===== config.mk =====
export PLATFORM = sky130hd
export DESIGN_NAME = rand_range_sampler
export DESIGN_NICKNAME = d
export VERILOG_FILES = /design/src/rtl/rand_range_sampler.sv
export SDC_FILE = /design/constraint.sdc
export NUM_CORES = 1
export LEC_CHECK = 0
export CAP_MARGIN = 20
export CELL_PAD_IN_SITES_DETAIL_PLACEMENT = 1
export CELL_PAD_IN_SITES_GLOBAL_PLACEMENT = 1
export CORE_MARGIN = 3
export CORE_UTILIZATION = 25
export DETAILED_ROUTE_END_ITERATION = 16
export PLACE_DENSITY = 0.54
export SYNTH_ARGS = -nofsm -noshare
export SYNTH_HDL_FRONTEND = slang
export SYNTH_SLANG_ARGS = --single-unit

===== constraint.sdc =====
create_clock -name clk -period 3.14 [get_ports clk]
set_input_delay 0.314 -clock clk [delete_from_list [all_inputs] [get_ports clk]]
set_output_delay 0.314 -clock clk [all_outputs]
set_load 0.005 [all_outputs]

===== src/rtl/rand_range_sampler.sv =====
// rand_range_sampler: mask-and-reject sampler that turns a raw LFSR byte stream
// into unbiased values in [0, limit], buffered in a DEPTH-entry FIFO.
//
// Ports:
//   clk        rising-edge clock (LFSR domain)
//   reset      asynchronous active-low reset
//   random     raw LFSR byte, new every cycle
//   en         sampling enable
//   limit      inclusive upper bound of the output range
//   out_valid  FIFO head holds a value
//   out_ready  consumer takes the head this cycle
//   out_data   FIFO head value, 0 when empty
//   level      FIFO occupancy
//   state      00 IDLE, 01 SAMPLING, 10 STALLED
//   rejects    saturating count of out-of-range rejections
//   stuck      stuck-source flag
//
// Optional: define RAND_STUCK_DETECT_EN to enable the stuck-source detector;
// otherwise stuck is tied to 0.
module rand_range_sampler #(
  parameter int unsigned DEPTH       = 4,
  parameter int unsigned STUCK_LIMIT = 16
) (
  input  logic                     clk,
  input  logic                     reset,
  input  logic [7:0]               random,
  input  logic                     en,
  input  logic [7:0]               limit,
  output logic                     out_valid,
  input  logic                     out_ready,
  output logic [7:0]               out_data,
  output logic [$clog2(DEPTH):0]   level,
  output logic [1:0]               state,
  output logic [7:0]               rejects,
  output logic                     stuck
);

  localparam int unsigned AW = $clog2(DEPTH);
  localparam int unsigned LW = AW + 1;
  localparam logic [LW-1:0] FULL = LW'(DEPTH);

  if (DEPTH < 2 || DEPTH > 16 || (1 << AW) != DEPTH || STUCK_LIMIT < 2) begin : g_bad_cfg
    $error("rand_range_sampler: unsupported DEPTH/STUCK_LIMIT");
  end

  typedef enum logic [1:0] {
    IDLE     = 2'b00,
    SAMPLING = 2'b01,
    STALLED  = 2'b10
  } state_t;

  state_t          state_q, state_d;
  logic [7:0]      mem [DEPTH];
  logic [AW-1:0]   wr_ptr, rd_ptr;
  logic [LW-1:0]   level_q, level_d;
  logic [7:0]      rejects_q;
  logic [7:0]      mask, candidate;
  logic            in_range, has_room, push, pop, reject;
  logic            stuck_q;

  // Smear the highest set bit of limit downward to get the smallest 2^k-1 >= limit.
  always_comb begin
    mask = limit;
    mask = mask | (mask >> 1);
    mask = mask | (mask >> 2);
    mask = mask | (mask >> 4);
  end

  assign candidate = random & mask;
  assign in_range  = (candidate <= limit);
  assign has_room  = (level_q != FULL);
  assign push      = en && has_room && in_range && !stuck_q;
  assign reject    = en && has_room && !in_range && !stuck_q;
  assign out_valid = (level_q != '0);
  assign pop       = out_valid && out_ready;

  always_comb begin
    level_d = level_q;
    case ({push, pop})
      2'b10:   level_d = level_q + 1'b1;
      2'b01:   level_d = level_q - 1'b1;
      default: level_d = level_q;
    endcase
  end

  always_comb begin
    state_d = state_q;
    if (!en) begin
      state_d = IDLE;
    end else begin
      case (state_q)
        IDLE:     state_d = SAMPLING;
        SAMPLING: state_d = (level_d == FULL) ? STALLED : SAMPLING;
        STALLED:  state_d = (level_d != FULL) ? SAMPLING : STALLED;
        default:  state_d = IDLE;
      endcase
    end
  end

  always_ff @(posedge clk or negedge reset) begin
    if (!reset) begin
      wr_ptr    <= '0;
      rd_ptr    <= '0;
      level_q   <= '0;
      state_q   <= IDLE;
      rejects_q <= '0;
    end else begin
      if (push) wr_ptr <= wr_ptr + 1'b1;
      if (pop)  rd_ptr <= rd_ptr + 1'b1;
      level_q <= level_d;
      state_q <= state_d;
      if (reject && rejects_q != '1) rejects_q <= rejects_q + 1'b1;
    end
  end

  // Storage needs no reset: occupancy gates visibility of every entry.
  always_ff @(posedge clk) begin
    if (push) mem[wr_ptr] <= candidate;
  end

`ifdef RAND_STUCK_DETECT_EN
  localparam int unsigned CW = $clog2(STUCK_LIMIT) + 1;
  localparam logic [CW-1:0] RUN_MAX = CW'(STUCK_LIMIT - 1);

  logic [7:0]    prev;
  logic [CW-1:0] run_cnt;
  logic          same_byte;

  assign same_byte = (random == prev);

  always_ff @(posedge clk or negedge reset) begin
    if (!reset) begin
      prev    <= '0;
      run_cnt <= '0;
      stuck_q <= 1'b0;
    end else begin
      prev <= random;
      if (same_byte) begin
        if (run_cnt != RUN_MAX) run_cnt <= run_cnt + 1'b1;
        if (run_cnt == RUN_MAX - 1'b1) stuck_q <= 1'b1;
      end else begin
        run_cnt <= '0;
      end
    end
  end
`else
  assign stuck_q = 1'b0;
`endif

  assign out_data = out_valid ? mem[rd_ptr] : '0;
  assign level    = level_q;
  assign state    = state_q;
  assign rejects  = rejects_q;
  assign stuck    = stuck_q;

endmodule


==> out/results.tsv, run 1 <==
stage	metric	value	unit
setup_path	CP Capture Type	register	
timing	pins over their slew limit	0	
cts	clock sink count	49	
yosys	Net Count, Synth	201	
job	Max-cap violations	0	
global_route	first-pass GRT wire length	8.10	mm
yosys	ys flop type	edfxtp_1	
floorplanning	core area	8930	um2
global_route	vias in the first global route	1651	
timing	number of setup violations in the final report	36	
finish	most common cell after layout, fill and taps aside	clkdlybuf4s50_1	
yosys	Synth Cell Area	2360	um2
pwr	total power	2430	uW
cts	total CTS buffers	5	
setup_path	required time worst endpoint	3.38	ns
cts	Clk pin slew, worst setup/hold paths	0.09	ns
cts	Max H-tree Level	2	
finish	Final Net Count	278	
drt	DR vias	1531	
floorplanning	IO Pins	43	
finish	most frequent cells in the layout	37 x clkdlybuf4s50_1, 32 x edfxtp_1, 29 x buf_4	
drt	Via density	4.34	
timing	Max transition margin	45.5	%
global_route	initial antenna violation count	0	
timing	RSZ-0062 raised after global routing	true	
min_path	hold crit path type	in2async	
yosys	share of flip-flops with an asynchronous set or reset	34.7	%
floorplanning	row cnt	34	
drt	Wirelength per Cell	13.9	um
yosys	FF+latch count, synth	49	
yosys	Post-Syn Instances	167	
timing	Final period util	117	%
drt	DRT iter0 DRCs	74	
placement	hpwl dp	3.79	mm
pwr	Cell Pwr Density	732	nW/um2
timing	Tmin final	3.67	ns
timing	Worst Skew	0.00886	ns
yosys	Syn Area/Cell	14.2	um2
setup_path	crit start category	primary input	
cts	CTS Root Cell	clkbuf_8	
yosys	register area share after synthesis	58.6	%
yosys	Post-synth EDFFs	32	
finish	# diodes	0	
global_route	largest net degree at the start of global routing	18	
drt	first-pass iteration count of the detailed router	4	
finish	fillers	962	
drt	drt total wl	4.92	mm
floorplanning	die width	103	um
cts	Max Root-Sink Buffers	2	
finish	final core occ	37.1	%
status	violated checks	negative setup slack	
setup_path	CP arrival	3.91	ns
drt	Final ANT Viol Nets	0	
global_route	gr ovfl total	0	
placement	Placed Cells	339	
timing	Final Hold Viols	0	
setup_path	CP Max Fanout	2	
finish	layout cells sized above 1	30.6	%
placement	IO Port Bufs	41	
timing	setup ws final	-0.533	ns
pwr	worst vdd ir	0.195	mV
drt	# DRC	0	
global_route	Overall Global Routing Usage	9.91	%
floorplanning	Die Span Y	103	um
yosys	Yosys cell types	37	
placement	gpl congestion	0.681	
timing	Tightest Pin Transition	0.816	ns
floorplanning	full die area	10700	um2
status	run status	finished with violations	
pwr	Pleak	0.00136	uW
finish	Finished Layout Cells	353	
timing	Max Fclk	0.272	GHz
setup_path	Setup Crit Path Kind	in2reg	
floorplanning	Starting Density	26.5	%
yosys	Synthesis Warnings	0	
finish	Layout Area Growth over Synthesis	40.2	%
cts	CTS tree	yes	
cts	clk_lat worst skew	0.30	ns
[worst paths after layout]
check,start,end,slack (ns),cells after the start
max,limit[5],state[1],-0.53,19
min,reset,wr_ptr[1],0.48,1
max reg2reg,level[0],state[1],0.66,11
min reg2reg,rejects[7],rejects[7],0.51,1
max in group asynchronous,reset,rejects[6],2.16,1
min in group clk,rejects[7],rejects[7],0.51,1
[per-layer routing]
metal | track usage [%] | up-vias | part of all wire [%]
met2 | 17.3 | 21 | 52
met4 | 3.59 | 0 | 0.77
li1 | - | 750 | -
met1 | 12.5 | 756 | 45
met3 | 1.41 | 4 | 1.6
met5 | 0 | - | 0
[where the power goes]
| group | internal (uW) | switching, uW | total [uW] | leakage (uW) |
|---|---|---|---|---|
| clock network | 161 | 215 | 376 | 0.0000447 |
| logic | 663 | 392 | 1050 | 0.000812 |
| registers | 850 | 145 | 996 | 0.000503 |
[synth_stat cells, types with 2 or more instances]
master | count | area, um2
mux4_2 | 8 | 180
o211a_1 | 2 | 20.0
nor2_1 | 7 | 26.3
and2_2 | 4 | 30.0
or4_4 | 2 | 22.5
edfxtp_1 | 32 | 961
nor3_1 | 2 | 10.0
nor4_1 | 2 | 12.5
and2_1 | 12 | 75.1
ha_1 | 13 | 163
o31a_1 | 2 | 17.5
nand3_1 | 4 | 20.0
dfrtp_1 | 17 | 425
o21ai_0 | 2 | 10.0
o21a_1 | 2 | 15.0
inv_1 | 17 | 63.8
nand4_1 | 2 | 12.5
xnor2_1 | 6 | 52.6
xor2_1 | 7 | 61.3
nand2_1 | 7 | 26.3
[flip-flops by register name, indices dropped and copies added (netlist names)]
name / count
rejects: 8
mem: 32
rd_ptr: 2
wr_ptr: 2
level: 3
state: 2
[logic make-up after synthesis]
family,share of synthesized area (%)
simple gates,11.5
xor+xnor,4.81
other cells,0.159
fa+ha+maj,7.73
flops,58.6
compound gates,5.24
buf+inv,3.39
mux,8.57
[layout make-up]
type / count / area, um2 / share of cell area, %
inverter: 17 / 63.8 / 1.93
sequential: 49 / 1390 / 41.8
clock buffer: 5 / 68.8 / 2.08
timing repair buffer: 73 / 663 / 20.0
multi-input combinational: 98 / 972 / 29.3
tap: 108 / 135 / 4.08
clock inverter: 3 / 25.0 / 0.755
[repair_timing]
action / 4_1_cts / 5_1_grt
hold buffers: 0 / 0
gates resized for setup: 22 / 9
setup buffers: 3 / 5
setup endpoints to repair: 42 / 37
pin swaps: 14 / 20
[critical path: stages]
cell and delay [ns]:
buf_6 0.09, or4_4 0.54, or4_4 0.44, buf_6 0.14, o21ai_4 0.14, ha_2 0.21
nor2b_4 0.04, o211a_1 0.20, a2111o_1 0.44, a21oi_4 0.18, inv_2 0.06, ha_4 0.15
inv_2 0.05, fa_2 0.18, xor2_1 0.14, nor2_1 0.06, xnor2_1 0.14, nor4_2 0.19
and3_1 0.20
[per-stage QoR]
stage / instance area (um2) / worst slack (ns) / TNS, ns / hold WS [ns]
after global routing: 3310 / -0.752 / -5.50 / 0.544
after CTS: 3260 / -0.643 / -2.04 / 0.506
final: 3310 / -0.533 / -2.08 / 0.481
after floorplan: 2410 / -0.676 / -3.19 / 0.0184
after detailed placement: 3140 / -1.21 / -28.00 / 0.486
after global placement: 3140 / -1.09 / -26.92 / 0.488
Note: power is estimated with default switching activity, not from simulation.
==> run 2: changes to the inputs <==
--- a/config.mk
+++ b/config.mk
@@ -11,7 +11,7 @@
 export CORE_MARGIN = 3
 export CORE_UTILIZATION = 25
 export DETAILED_ROUTE_END_ITERATION = 16
-export PLACE_DENSITY = 0.54
+export PLACE_DENSITY = 0.56
 export SYNTH_ARGS = -nofsm -noshare
 export SYNTH_HDL_FRONTEND = slang
 export SYNTH_SLANG_ARGS = --single-unit
==> constraint.sdc (replaced) <==
create_clock -name clk -period 3.1 [get_ports clk]
set_input_delay 0.31 -clock clk [delete_from_list [all_inputs] [get_ports clk]]
set_output_delay 0.31 -clock clk [all_outputs]
set_load 0.005 [all_outputs]
==> run 2 against run 1 <==
- highest routed layer unchanged
- non-clock buffer count grew 19
- register-to-register slack lost 0.02 ns
- clock power grew 22%
- clock-buffer cell count is the same
- hold slack lost 0.018 ns
- via count grew 5.4%
- sequential power is essentially flat
- largest cell class unchanged
- the flow still finishes with violations (negative setup slack)
- flip-flop and latch count is the same
- clock skew grew 0.00065 ns
==> out/results.tsv, run 2 (synthesis results as in run 1) <==
stage	metric	value	unit
floorplanning	row cnt	34	
pwr	switching share of power	30.4	%
timing	Max Fclk	0.274	GHz
setup_path	worst reg-to-reg setup slack	0.64	ns
drt	first-pass iteration count of the detailed router	4	
timing	Tightest Pin Transition	0.794	ns
drt	Wirelength per Cell	15.1	um
timing	pins over their slew limit	0	
setup_path	Critical Path Source	limit[5]	
drt	Via density	4.34	
pwr	Pint	1810	uW
cts	Clk pin slew, worst setup/hold paths	0.09	ns
floorplanning	die width	103	um
setup_path	crit start category	primary input	
setup_path	worst r2r src	level[2]	
floorplanning	Starting Density	26.5	%
floorplanning	Die Span Y	103	um
timing	Tmin final	3.65	ns
global_route	initial antenna violation count	0	
timing	Final Hold Viols	0	
job	Max-cap violations	0	
placement	IO Port Bufs	41	
pwr	Combinational Power Share	43.5	%
global_route	Overall Global Routing Usage	11.6	%
timing	RSZ-0062 raised after global routing	true	
pwr	NetSw	790	uW
finish	# diodes	0	
placement	hpwl dp	3.85	mm
global_route	vias in the first global route	1828	
setup_path	Setup Crit Path Kind	in2reg	
pwr	worst vdd ir	0.214	mV
drt	DRT iter0 DRCs	32	
pwr	clock power share	17.6	%
setup_path	CP Max Fanout	2	
status	run status	finished with violations	
setup_path	Setup crit end	state[1]	
global_route	first-pass GRT wire length	9.34	mm
pwr	Cell Pwr Density	725	nW/um2
placement	Place WS	-1.21	ns
pwr	total power	2600	uW
timing	number of setup violations in the final report	40	
floorplanning	full die area	10700	um2
cts	clock sink count	49	
finish	most common cell after layout, fill and taps aside	clkdlybuf4s50_1	
pwr	Pleak	0.00150	uW
floorplanning	core area	8930	um2
cts	total CTS buffers	5	
drt	Final ANT Viol Nets	0	
finish	Largest Register	mem	
setup_path	CP Capture Type	register	
finish	final core occ	40.2	%
cts	Max Root-Sink Buffers	2	
drt	drt total wl	5.63	mm
timing	Max transition margin	46.9	%
finish	max reg flops	32	
finish	most frequent cells in the layout	37 x clkdlybuf4s50_1, 32 x edfxtp_1, 26 x buf_4	
drt	DR vias	1614	
global_route	largest net degree at the start of global routing	18	
pwr	Seq pwr share	39.0	%
timing	total negative slack	-5.17	ns
min_path	hold crit path type	in2async	
cts	clk_lat worst skew	0.31	ns
finish	Layout Area Growth over Synthesis	51.8	%
timing	Hold Slack	0.463	ns
status	violated checks	negative setup slack	
finish	layout cells sized above 1	36.4	%
floorplanning	IO Pins	43	
timing	setup ws final	-0.549	ns
setup_path	CP arrival	3.89	ns
setup_path	required time worst endpoint	3.34	ns
setup_path	Worst R2R Path Depth	12	
timing	Worst Skew	0.00951	ns
cts	CTS Root Cell	clkbuf_8	
cts	CTS tree	yes	
placement	gpl congestion	0.712	
drt	# DRC	0	
cts	Max H-tree Level	2	
finish	Final Net Count	297	
setup_path	reg2reg end	state[1]	
global_route	gr ovfl total	0	
timing	Final period util	118	%
run 2: worst max-delay path, stage by stage:
cell	delay [ns]
buf_6	0.09
or4_4	0.53
or4_4	0.45
buf_6	0.14
o21ai_4	0.17
ha_4	0.17
nor2b_4	0.04
o211a_1	0.20
a2111o_1	0.43
a21oi_4	0.18
inv_2	0.06
ha_4	0.15
inv_2	0.05
fa_2	0.19
xor2_1	0.15
nor2_1	0.08
xnor2_2	0.14
nor4_2	0.17
and3_1	0.19
run 2: power groups by stage:
stage	logic, uW	clock network [uW]	registers [uW]
global placement	1030	0	1030
finish	1130	457	1010
global route	1250	495	1050
floorplan	587	0	952
detailed placement	1050	0	1030
CTS	1110	472	1020
run 2: worst min path at each step:
stage	start	end	slack [ns]	depth (start not counted)
global placement	rejects[7]	rejects[7]	0.49	1
detailed placement	rejects[7]	rejects[7]	0.49	1
global route	reset	level[0]	0.53	1
finish	reset	state[0]	0.46	1
floorplan	reset	level[0]	0.01	0
CTS	reset	level[2]	0.50	1
run 2: cell type report:
class	instances	area [um2]
timing repair buffer	92	897
clock buffer	5	68.8
tap	108	135
multi-input combinational	98	990
sequential	49	1390
fill	973	5340
inverter	17	66.3
clock inverter	3	46.3
run 2: repair_timing:
| item | 4_1_cts | 5_1_grt |
|---|---|---|
| pin swaps | 18 | 17 |
| hold buffers | 0 | 0 |
| setup endpoints to repair | 42 | 46 |
| setup buffers | 25 | 19 |
| gates resized for setup | 50 | 26 |
run 2: layer usage:
layer / part of all wire [%] / global-route usage [%] / vias to the layer above
met1: 42 / 14.2 / 794
li1: - / - / 792
met2: 54 / 21.0 / 22
met5: 0 / 0 / -
met3: 1.5 / 1.61 / 6
met4: 1.6 / 3.88 / 0
run 2: per-stage QoR:
stage               instance area [um2]  cells
floorplan                          2410    167
global placement                   3140    339
detailed placement                 3140    339
CTS                                3530    371
global route                       3590    372
finish                             3590    372
